## src/rtl/seq_loop_pkg.sv

```systemverilog
// Shared definitions for the sequential-loop monitor.
// Contents:
//   state_t            - monitor FSM states (S_IDLE, S_LOOP, S_DONE)
//   ERR_W              - width of the sticky err_code vector
//   ERR_NO_ENTRY       - err_code bit: loop exit seen without a matching entry
//   ERR_FINISH_IN_LOOP - err_code bit: finish requested while inside the loop
//   ERR_STALL          - err_code bit: loop body stopped changing state
package seq_loop_pkg;

  typedef enum logic [1:0] {
    S_IDLE = 2'd0,
    S_LOOP = 2'd1,
    S_DONE = 2'd2
  } state_t;

  localparam int ERR_W              = 3;
  localparam int ERR_NO_ENTRY       = 0;
  localparam int ERR_FINISH_IN_LOOP = 1;
  localparam int ERR_STALL          = 2;

endpackage

```

## src/rtl/seq_state_match.sv

```systemverilog
// Combinational set-membership test for an FSM state.
// Parameters:
//   N         - number of entries in the set
//   FSM_WIDTH - width of one state encoding
// Ports:
//   state  in  FSM_WIDTH    state to look up
//   states in  N*FSM_WIDTH  packed set; entry i at [i*FSM_WIDTH +: FSM_WIDTH]
//   valid  in  N            per-entry valid mask; invalid entries never match
//   hit    out 1            state equals at least one valid entry
module seq_state_match #(
  parameter int N         = 1,
  parameter int FSM_WIDTH = 2
) (
  input  logic [FSM_WIDTH-1:0]   state,
  input  logic [N*FSM_WIDTH-1:0] states,
  input  logic [N-1:0]           valid,
  output logic                   hit
);

  // OR of per-entry equality, gated by the valid bit, so an all-zero mask
  // can never produce a hit.
  always_comb begin
    hit = 1'b0;
    for (int i = 0; i < N; i++) begin
      if (valid[i] && (states[i*FSM_WIDTH +: FSM_WIDTH] == state)) begin
        hit = 1'b1;
      end
    end
  end

endmodule

```

## src/rtl/seq_loop_monitor.sv

```systemverilog
// Sequential-loop monitor: watches a DUT FSM state stream against a loop
// description and counts loop entries, per-entry iterations and exits, while
// flagging protocol violations. Transitions are judged on the pair
// (prev_state, cur_state), so every event is reported one cycle after the DUT
// transition shows up on cur_state.
//
// Build option: define SEQ_LOOP_STALL_CHECK_EN to build the stall checker
// (err_code[2]); without it err_code[2] is tied to 0.
//
// Ports:
//   clock                 in  sampling clock
//   reset                 in  asynchronous, active-low reset
//   cur_state             in  DUT current FSM state
//   pre_states_valid      in  valid mask for pre_loop_states
//   pre_loop_states       in  packed pre-loop states
//   post_states_valid     in  valid mask for post_loop_states
//   post_loop_states      in  packed post-loop states
//   quit_states_valid     in  valid mask for quit_loop_states
//   quit_loop_states      in  packed quit (exit-source) states
//   iter_start_state      in  first state of an iteration
//   iter_end_states_valid in  valid mask for iter_end_states
//   iter_end_states       in  packed iteration-end states
//   one_state_loop        in  loop body is the single state iter_start_state
//   finish                in  simulation finish request
//   in_loop               out monitor is in S_LOOP
//   iter_count            out iterations in the current entry (saturating)
//   last_trip             out iter_count frozen at the most recent exit
//   entry_count           out total loop entries (saturating)
//   err                   out OR of err_code
//   err_code              out sticky: [0] exit w/o entry, [1] finish in loop, [2] stall
//   done                  out finish acknowledged
module seq_loop_monitor
  import seq_loop_pkg::*;
#(
  parameter int FSM_WIDTH   = 2,
  parameter int N_PRE       = 3,
  parameter int N_POST      = 4,
  parameter int N_QUIT      = 3,
  parameter int N_ITER_END  = 1,
  parameter int CNT_WIDTH   = 32,
  parameter int STALL_LIMIT = 1024
) (
  input  logic                              clock,
  input  logic                              reset,
  input  logic [FSM_WIDTH-1:0]              cur_state,
  input  logic [N_PRE-1:0]                  pre_states_valid,
  input  logic [N_PRE*FSM_WIDTH-1:0]        pre_loop_states,
  input  logic [N_POST-1:0]                 post_states_valid,
  input  logic [N_POST*FSM_WIDTH-1:0]       post_loop_states,
  input  logic [N_QUIT-1:0]                 quit_states_valid,
  input  logic [N_QUIT*FSM_WIDTH-1:0]       quit_loop_states,
  input  logic [FSM_WIDTH-1:0]              iter_start_state,
  input  logic [N_ITER_END-1:0]             iter_end_states_valid,
  input  logic [N_ITER_END*FSM_WIDTH-1:0]   iter_end_states,
  input  logic                              one_state_loop,
  input  logic                              finish,
  output logic                              in_loop,
  output logic [CNT_WIDTH-1:0]              iter_count,
  output logic [CNT_WIDTH-1:0]              last_trip,
  output logic [CNT_WIDTH-1:0]              entry_count,
  output logic                              err,
  output logic [ERR_W-1:0]                  err_code,
  output logic                              done
);

  localparam logic [CNT_WIDTH-1:0] CNT_ONE = CNT_WIDTH'(1);
  localparam logic [CNT_WIDTH-1:0] CNT_MAX = '1;

  state_t               state;
  state_t               state_next;
  logic [FSM_WIDTH-1:0] prev_state;

  logic pre_hit;
  logic post_hit;
  logic quit_hit;
  logic iter_end_hit;
  logic start_hit;

  logic enter_ok;
  logic exit_ok;
  logic iter_ok;

  logic do_enter;
  logic do_exit;
  logic do_iter;
  logic flag_no_entry;
  logic flag_finish_loop;
  logic stall_err;

  function automatic logic [CNT_WIDTH-1:0] sat_inc(input logic [CNT_WIDTH-1:0] v);
    return (v == CNT_MAX) ? v : v + CNT_ONE;
  endfunction

  // Source states are looked up on prev_state, destination states on cur_state.
  seq_state_match #(.N(N_PRE), .FSM_WIDTH(FSM_WIDTH)) u_pre_match (
    .state(prev_state), .states(pre_loop_states), .valid(pre_states_valid), .hit(pre_hit)
  );

  seq_state_match #(.N(N_POST), .FSM_WIDTH(FSM_WIDTH)) u_post_match (
    .state(cur_state), .states(post_loop_states), .valid(post_states_valid), .hit(post_hit)
  );

  seq_state_match #(.N(N_QUIT), .FSM_WIDTH(FSM_WIDTH)) u_quit_match (
    .state(prev_state), .states(quit_loop_states), .valid(quit_states_valid), .hit(quit_hit)
  );

  seq_state_match #(.N(N_ITER_END), .FSM_WIDTH(FSM_WIDTH)) u_iter_end_match (
    .state(prev_state), .states(iter_end_states), .valid(iter_end_states_valid),
    .hit(iter_end_hit)
  );

  seq_state_match #(.N(1), .FSM_WIDTH(FSM_WIDTH)) u_start_match (
    .state(cur_state), .states(iter_start_state), .valid(1'b1), .hit(start_hit)
  );

  assign enter_ok = pre_hit && start_hit;
  assign exit_ok  = quit_hit && post_hit;
  // A one-state loop counts every cycle spent sitting on iter_start_state.
  assign iter_ok  = start_hit &&
                    (iter_end_hit || (one_state_loop && (prev_state == cur_state)));

  always_ff @(posedge clock or negedge reset) begin
    if (!reset) begin
      state <= S_IDLE;
    end else begin
      state <= state_next;
    end
  end

  // finish outranks everything; inside the loop an exit outranks an
  // iteration that lands on the same cycle.
  always_comb begin
    state_next       = state;
    do_enter         = 1'b0;
    do_exit          = 1'b0;
    do_iter          = 1'b0;
    flag_no_entry    = 1'b0;
    flag_finish_loop = 1'b0;
    case (state)
      S_IDLE: begin
        if (finish) begin
          state_next = S_DONE;
        end else if (enter_ok) begin
          state_next = S_LOOP;
          do_enter   = 1'b1;
        end else if (exit_ok) begin
          flag_no_entry = 1'b1;
        end
      end
      S_LOOP: begin
        if (finish) begin
          state_next       = S_DONE;
          flag_finish_loop = 1'b1;
        end else if (exit_ok) begin
          state_next = S_IDLE;
          do_exit    = 1'b1;
        end else if (iter_ok) begin
          do_iter = 1'b1;
        end
      end
      S_DONE: begin
        state_next = S_DONE;
      end
      default: begin
        state_next = S_IDLE;
      end
    endcase
  end

  // Counters and sticky flags; the strobes are all low in S_DONE, which is
  // what freezes the counters there.
  always_ff @(posedge clock or negedge reset) begin
    if (!reset) begin
      prev_state  <= '0;
      iter_count  <= '0;
      last_trip   <= '0;
      entry_count <= '0;
      err_code    <= '0;
      done        <= 1'b0;
    end else begin
      prev_state <= cur_state;
      done       <= (state_next == S_DONE);
      if (do_enter) begin
        iter_count  <= CNT_ONE;
        entry_count <= sat_inc(entry_count);
      end else if (do_exit) begin
        last_trip  <= iter_count;
        iter_count <= '0;
      end else if (do_iter) begin
        iter_count <= sat_inc(iter_count);
      end
      if (flag_no_entry) begin
        err_code[ERR_NO_ENTRY] <= 1'b1;
      end
      if (flag_finish_loop) begin
        err_code[ERR_FINISH_IN_LOOP] <= 1'b1;
      end
      if (stall_err) begin
        err_code[ERR_STALL] <= 1'b1;
      end
    end
  end

`ifdef SEQ_LOOP_STALL_CHECK_EN
  localparam int STALL_W = $clog2(STALL_LIMIT + 1);
  localparam logic [STALL_W-1:0] STALL_MAX = STALL_W'(STALL_LIMIT);
  localparam logic [STALL_W-1:0] STALL_ONE = STALL_W'(1);

  logic [STALL_W-1:0] stall_cnt;
  logic               stall_run;

  // A stall cycle is one spent in the loop (and staying there) with no state
  // change, unless the loop body is legitimately a single state.
  assign stall_run = (state == S_LOOP) && (state_next == S_LOOP) &&
                     (cur_state == prev_state) && !one_state_loop;

  // Flag on the same edge that the count reaches the limit.
  assign stall_err = stall_run && (stall_cnt >= (STALL_MAX - STALL_ONE));

  // Counter saturates at the limit and clears as soon as the run breaks.
  always_ff @(posedge clock or negedge reset) begin
    if (!reset) begin
      stall_cnt <= '0;
    end else if (!stall_run) begin
      stall_cnt <= '0;
    end else if (stall_cnt != STALL_MAX) begin
      stall_cnt <= stall_cnt + STALL_ONE;
    end
  end
`else
  // No checker built. STALL_LIMIT is a positive count, so this is constant 0
  // while still referencing the parameter.
  assign stall_err = (STALL_LIMIT < 0);
`endif

  assign in_loop = (state == S_LOOP);
  assign err     = |err_code;

endmodule
```

## config.mk

```make
export PLATFORM = sky130hd
export DESIGN_NAME = seq_loop_monitor
export DESIGN_NICKNAME = d
export VERILOG_FILES = /design/src/rtl/seq_loop_pkg.sv /design/src/rtl/seq_state_match.sv /design/src/rtl/seq_loop_monitor.sv
export SDC_FILE = /design/constraint.sdc
export NUM_CORES = 1
export LEC_CHECK = 0
export CAP_MARGIN = 30
export CORE_UTILIZATION = 49
export DETAILED_ROUTE_END_ITERATION = 6
export PLACE_DENSITY = 0.78
export SLEW_MARGIN = 20
export SYNTH_ARGS = -nofsm -noshare
export SYNTH_HDL_FRONTEND = slang
export SYNTH_SLANG_ARGS = --single-unit
```

## constraint.sdc

```tcl
create_clock -name clock -period 2.94 [get_ports clock]
set_input_delay 0.441 -clock clock [delete_from_list [all_inputs] [get_ports clock]]
set_output_delay 0.441 -clock clock [all_outputs]
set_load 0.01 [all_outputs]
```

==> results list <==
- Yosys mapped a number of flops with a built-in enable equal to 0.
- Including well taps, the total number of placed cells is 759.
- The routed design could run at a clock period as short as 2580 ps.
- Derived from the worst setup path, the maximum achievable clock frequency is 388 MHz.
- Cell taking the most area after synthesis: sky130_fd_sc_hd__dfrtp_1
* WL final: 13000 microns
* Synthesis-stage register bit count: 102
- Power per Cell Area: 341 nW/um^2
- The tree built by TritonCTS fans out to 102 sinks.
- Clock tree skew after final layout: 9.17 ps
- Launch point of the worst path: cur_state[1]
* Clk Latency, worst-skew pair: 370 ps
- After detailed routing, the average wire length per cell comes to 16.9 microns.
* Die Width: 107 microns
- Required time at the worst-slack endpoint: 3230 ps
- Total number of H-tree levels: 3
* Post-synthesis cell count: 494
* Wire length of the first global-routing pass: 21600 microns
- The worst setup path is captured at a flip-flop.
- Cell row count: 37
- Number of antenna violations at the first check in global routing: 0
- At the end of the flow, the number of nets in the layout was 677.
- Setup repair after global routing left no endpoint under its margin.
- Once detail routing completed, the nets flagged for antenna violations numbered 0.
- Adding up every negative setup slack in the final design gives 0 ps.
* Count of synthesis-stage warnings from yosys: 0
- Crit path cell chain: clkdlybuf4s50_1, xnor2_1, nand2_1, a21oi_2, nand3_4, or4_1, a21oi_1
- Net count of the mapped netlist: 537
- In the final layout, the share of cells above drive strength 1 is 0.145.
- Leaving out filler cells and counting taps, the final layout contains 772.
- Across every metal layer, demand over resource in global routing totals 0.239.
- Type of origin of the critical path: input pin
* Final weighted congestion of routability-driven global placement: 0.820
- Critical R2R Launch: iter_count[1]
- In the routed layout, each cell is associated on average with a via count of 5.82.
* Max VDD drop: 0.209 mV
- Cell chosen for the clock root: sky130_fd_sc_hd__clkbuf_8
- In this run the tightest slew margin relative to its limit is 0.528.
- Counting along the longest clock path gives a buffer depth of 2.
* Syn avg cell area: 10.9 sq um
- CTS clock-pin slew for the worst setup and hold paths: 90 ps
* CTS tree: done
- Buffers added to address setup during post-CTS repair amount to 0.
- Worst path arrival time: 2860 ps
- The completed layout was analyzed and its total power is 2.41 mW.
- Across all layers, the routed design uses 4491 vias.
- In the post-synthesis netlist, the cell with the most instances is sky130_fd_sc_hd__dfrtp_1.
- Along the worst path, the maximum fanout reaches 34.
- Synthesized area: 5370 sq um
- Share of the yosys chip area belonging to registers: 0.476
- Hold Crit Class: input pin to async pin
- Standby leakage power: 2.92 nW
- Setup violations remaining at the end of the flow were counted as 0.
- The max-slew violation total from the final report came to 0.
- Hold repair after CTS inserted 0 buffers.
- Post-synthesis to final-layout area growth: 31.5%
- The via count of the first global-routing pass came to 4331.
- Cell types with the highest counts after synthesis: 102 x sky130_fd_sc_hd__dfrtp_1, 39 x sky130_fd_sc_hd__xnor2_1, 35 x sky130_fd_sc_hd__nand3_1
- Biggest area contributors in the synthesized netlist: sky130_fd_sc_hd__dfrtp_1 48%, sky130_fd_sc_hd__mux2_2 6.7%, sky130_fd_sc_hd__xnor2_1 6.4%
- Detailed placement ended at an HPWL of 9410 microns.
- Start-to-end type of the worst setup path: input pin to flip-flop
- Number of top-level pins: 143
- Before antenna repair, the detailed router went through 4 iterations.
- Counting the fill cells in the layout gives 835.
* Post-synth cell types: 56
- Total overflow reported by the global router: 0
- On the worst path, the slowest cell contributes a delay of 690 ps.
- For this block, the initial DRC count from the detailed router was 230.
- Max-cap viol count: 0
- Remaining DRCs: 0
- The total area inside the core boundary comes to 10500 sq um.
- In this run the tool buffered the top-level ports with 141 buffer cells.
- On the critical path, the stage with the largest delay is an instance of sky130_fd_sc_hd__clkdlybuf4s50_1.
* Ys async rst share: 1.00
* Result of the run: finished clean
- Antenna cells: 0
* Share of Yosys cell area claimed by the top area cell type: 0.476
- In the synthesized netlist the dominant register cell turns out to be sky130_fd_sc_hd__dfrtp_1.
- Once the clock tree was built, the resizer swapped 0 gates to a different size.
- The number of hold violations in the final report came to 0.
* Number of buffers added by the clock tree synthesis step: 9
- The floorplan step defined a die boundary enclosing 11400 sq um.
* Die outline height: 107 microns
- Final period utilization: 0.877
- Entering global routing, the biggest net connects 55 pins.
- Worst-margin pin slew: 709 ps
* Worst Hold Slack: 94.5 ps
- Initial cell density of the core: 0.513
==> logic make-up (layout without fill, tap and decap cells) <==
family	count (synthesis)	after routing	share of synthesized area
XOR/XNOR	55	55	0.0897
multiplexers	33	33	0.0690
AO/OA/AOI/OAI	76	76	0.111
other	1	1	0.000699
adder cells (fa/ha/maj)	2	2	0.00466
buffers and inverters	38	180	0.0443
AND/OR/NAND/NOR	187	187	0.205
flip-flops	102	102	0.476
==> where the power goes <==
part	internal [mW]	switching, mW	total [mW]
sequential	1.41	0.00890	1.41
clock	0.341	0.450	0.791
combinational	0.0972	0.106	0.203
total	1.84	0.564	2.41
==> path summary, 6_finish.rpt <==
path	slack (ps)	depth (start not counted)	to
setup / recovery	360	7	iter_count[29]
hold reg to reg	500	1	entry_count[29]
setup reg to reg	370	7	iter_count[29]
hold / removal	90	1	last_trip[23]
max in group asynchronous	2130	2	entry_count[30]
min in group clock	500	1	entry_count[29]
==> critical path, delay by kind of cell <==
kind,cells,cell delay [ps]
AOI/OAI and AO/OA,2,460
buffers and inverters,1,690
xor gates and xnor gates,1,170
and+or+nand+nor,3,1090
==> sequential cells by signal, indices dropped and copies added, names as in the netlist <==
signal and cells:
entry_count 32, iter_count 32, last_trip 32, err_code 2, prev_state 2, done 1
state 1
==> final cells by class <==
class	instances	area [sq um]	share of cell area
Tap cell	136	170	0.0241
Clock buffer	12	155	0.0220
Sequential cell	102	2550	0.362
Clock inverter	1	7.51	0.00106
Timing Repair Buffer	156	1550	0.219
Inverter	11	41.3	0.00585
Multi-Input combinational cell	354	2590	0.366
==> metal layers <==
layer | routed length (microns) | track usage | share of wire
met1 | 5770 | 0.314 | 0.44
met3 | 704 | 0.0505 | 0.054
met5 | 0 | 0 | 0
met2 | 6280 | 0.391 | 0.48
met4 | 262 | 0.0822 | 0.020
==> per-stage QoR <==
stage,worst slack [ps],cell area [sq um],utilization
2_1_floorplan,669,5370,-
3_3_place_gp,119,6900,0.659
3_5_place_dp,20.6,6900,0.659
4_1_cts,383,7060,0.675
5_1_grt,209,7060,0.675
6_report,362,7060,0.675
==> placed cells by master, fill, tap and decap left out, types with 4 or more instances in the layout <==
| master | netlist | final |
|---|---|---|
| sky130_fd_sc_hd__or4_1 | 28 | 28 |
| sky130_fd_sc_hd__a21oi_2 | 15 | 15 |
| sky130_fd_sc_hd__nand2_1 | 28 | 28 |
| sky130_fd_sc_hd__xor2_1 | 16 | 16 |
| sky130_fd_sc_hd__nand4_1 | 22 | 22 |
| sky130_fd_sc_hd__buf_4 | 5 | 14 |
| sky130_fd_sc_hd__inv_1 | 11 | 11 |
| sky130_fd_sc_hd__nor3_1 | 10 | 10 |
| sky130_fd_sc_hd__and4_1 | 5 | 5 |
| sky130_fd_sc_hd__clkbuf_8 | 0 | 11 |
| sky130_fd_sc_hd__mux2_2 | 32 | 32 |
| sky130_fd_sc_hd__nand3_1 | 35 | 35 |
| sky130_fd_sc_hd__and2_1 | 4 | 4 |
| sky130_fd_sc_hd__a21oi_1 | 15 | 15 |
| sky130_fd_sc_hd__o31ai_1 | 24 | 24 |
| sky130_fd_sc_hd__dfrtp_1 | 102 | 102 |
| sky130_fd_sc_hd__and3_1 | 9 | 9 |
| sky130_fd_sc_hd__nor2_1 | 26 | 26 |
| sky130_fd_sc_hd__clkdlybuf4s50_1 | 0 | 140 |
| sky130_fd_sc_hd__xnor2_1 | 39 | 39 |
No activity file was read; power rests on OpenSTA's default activity.
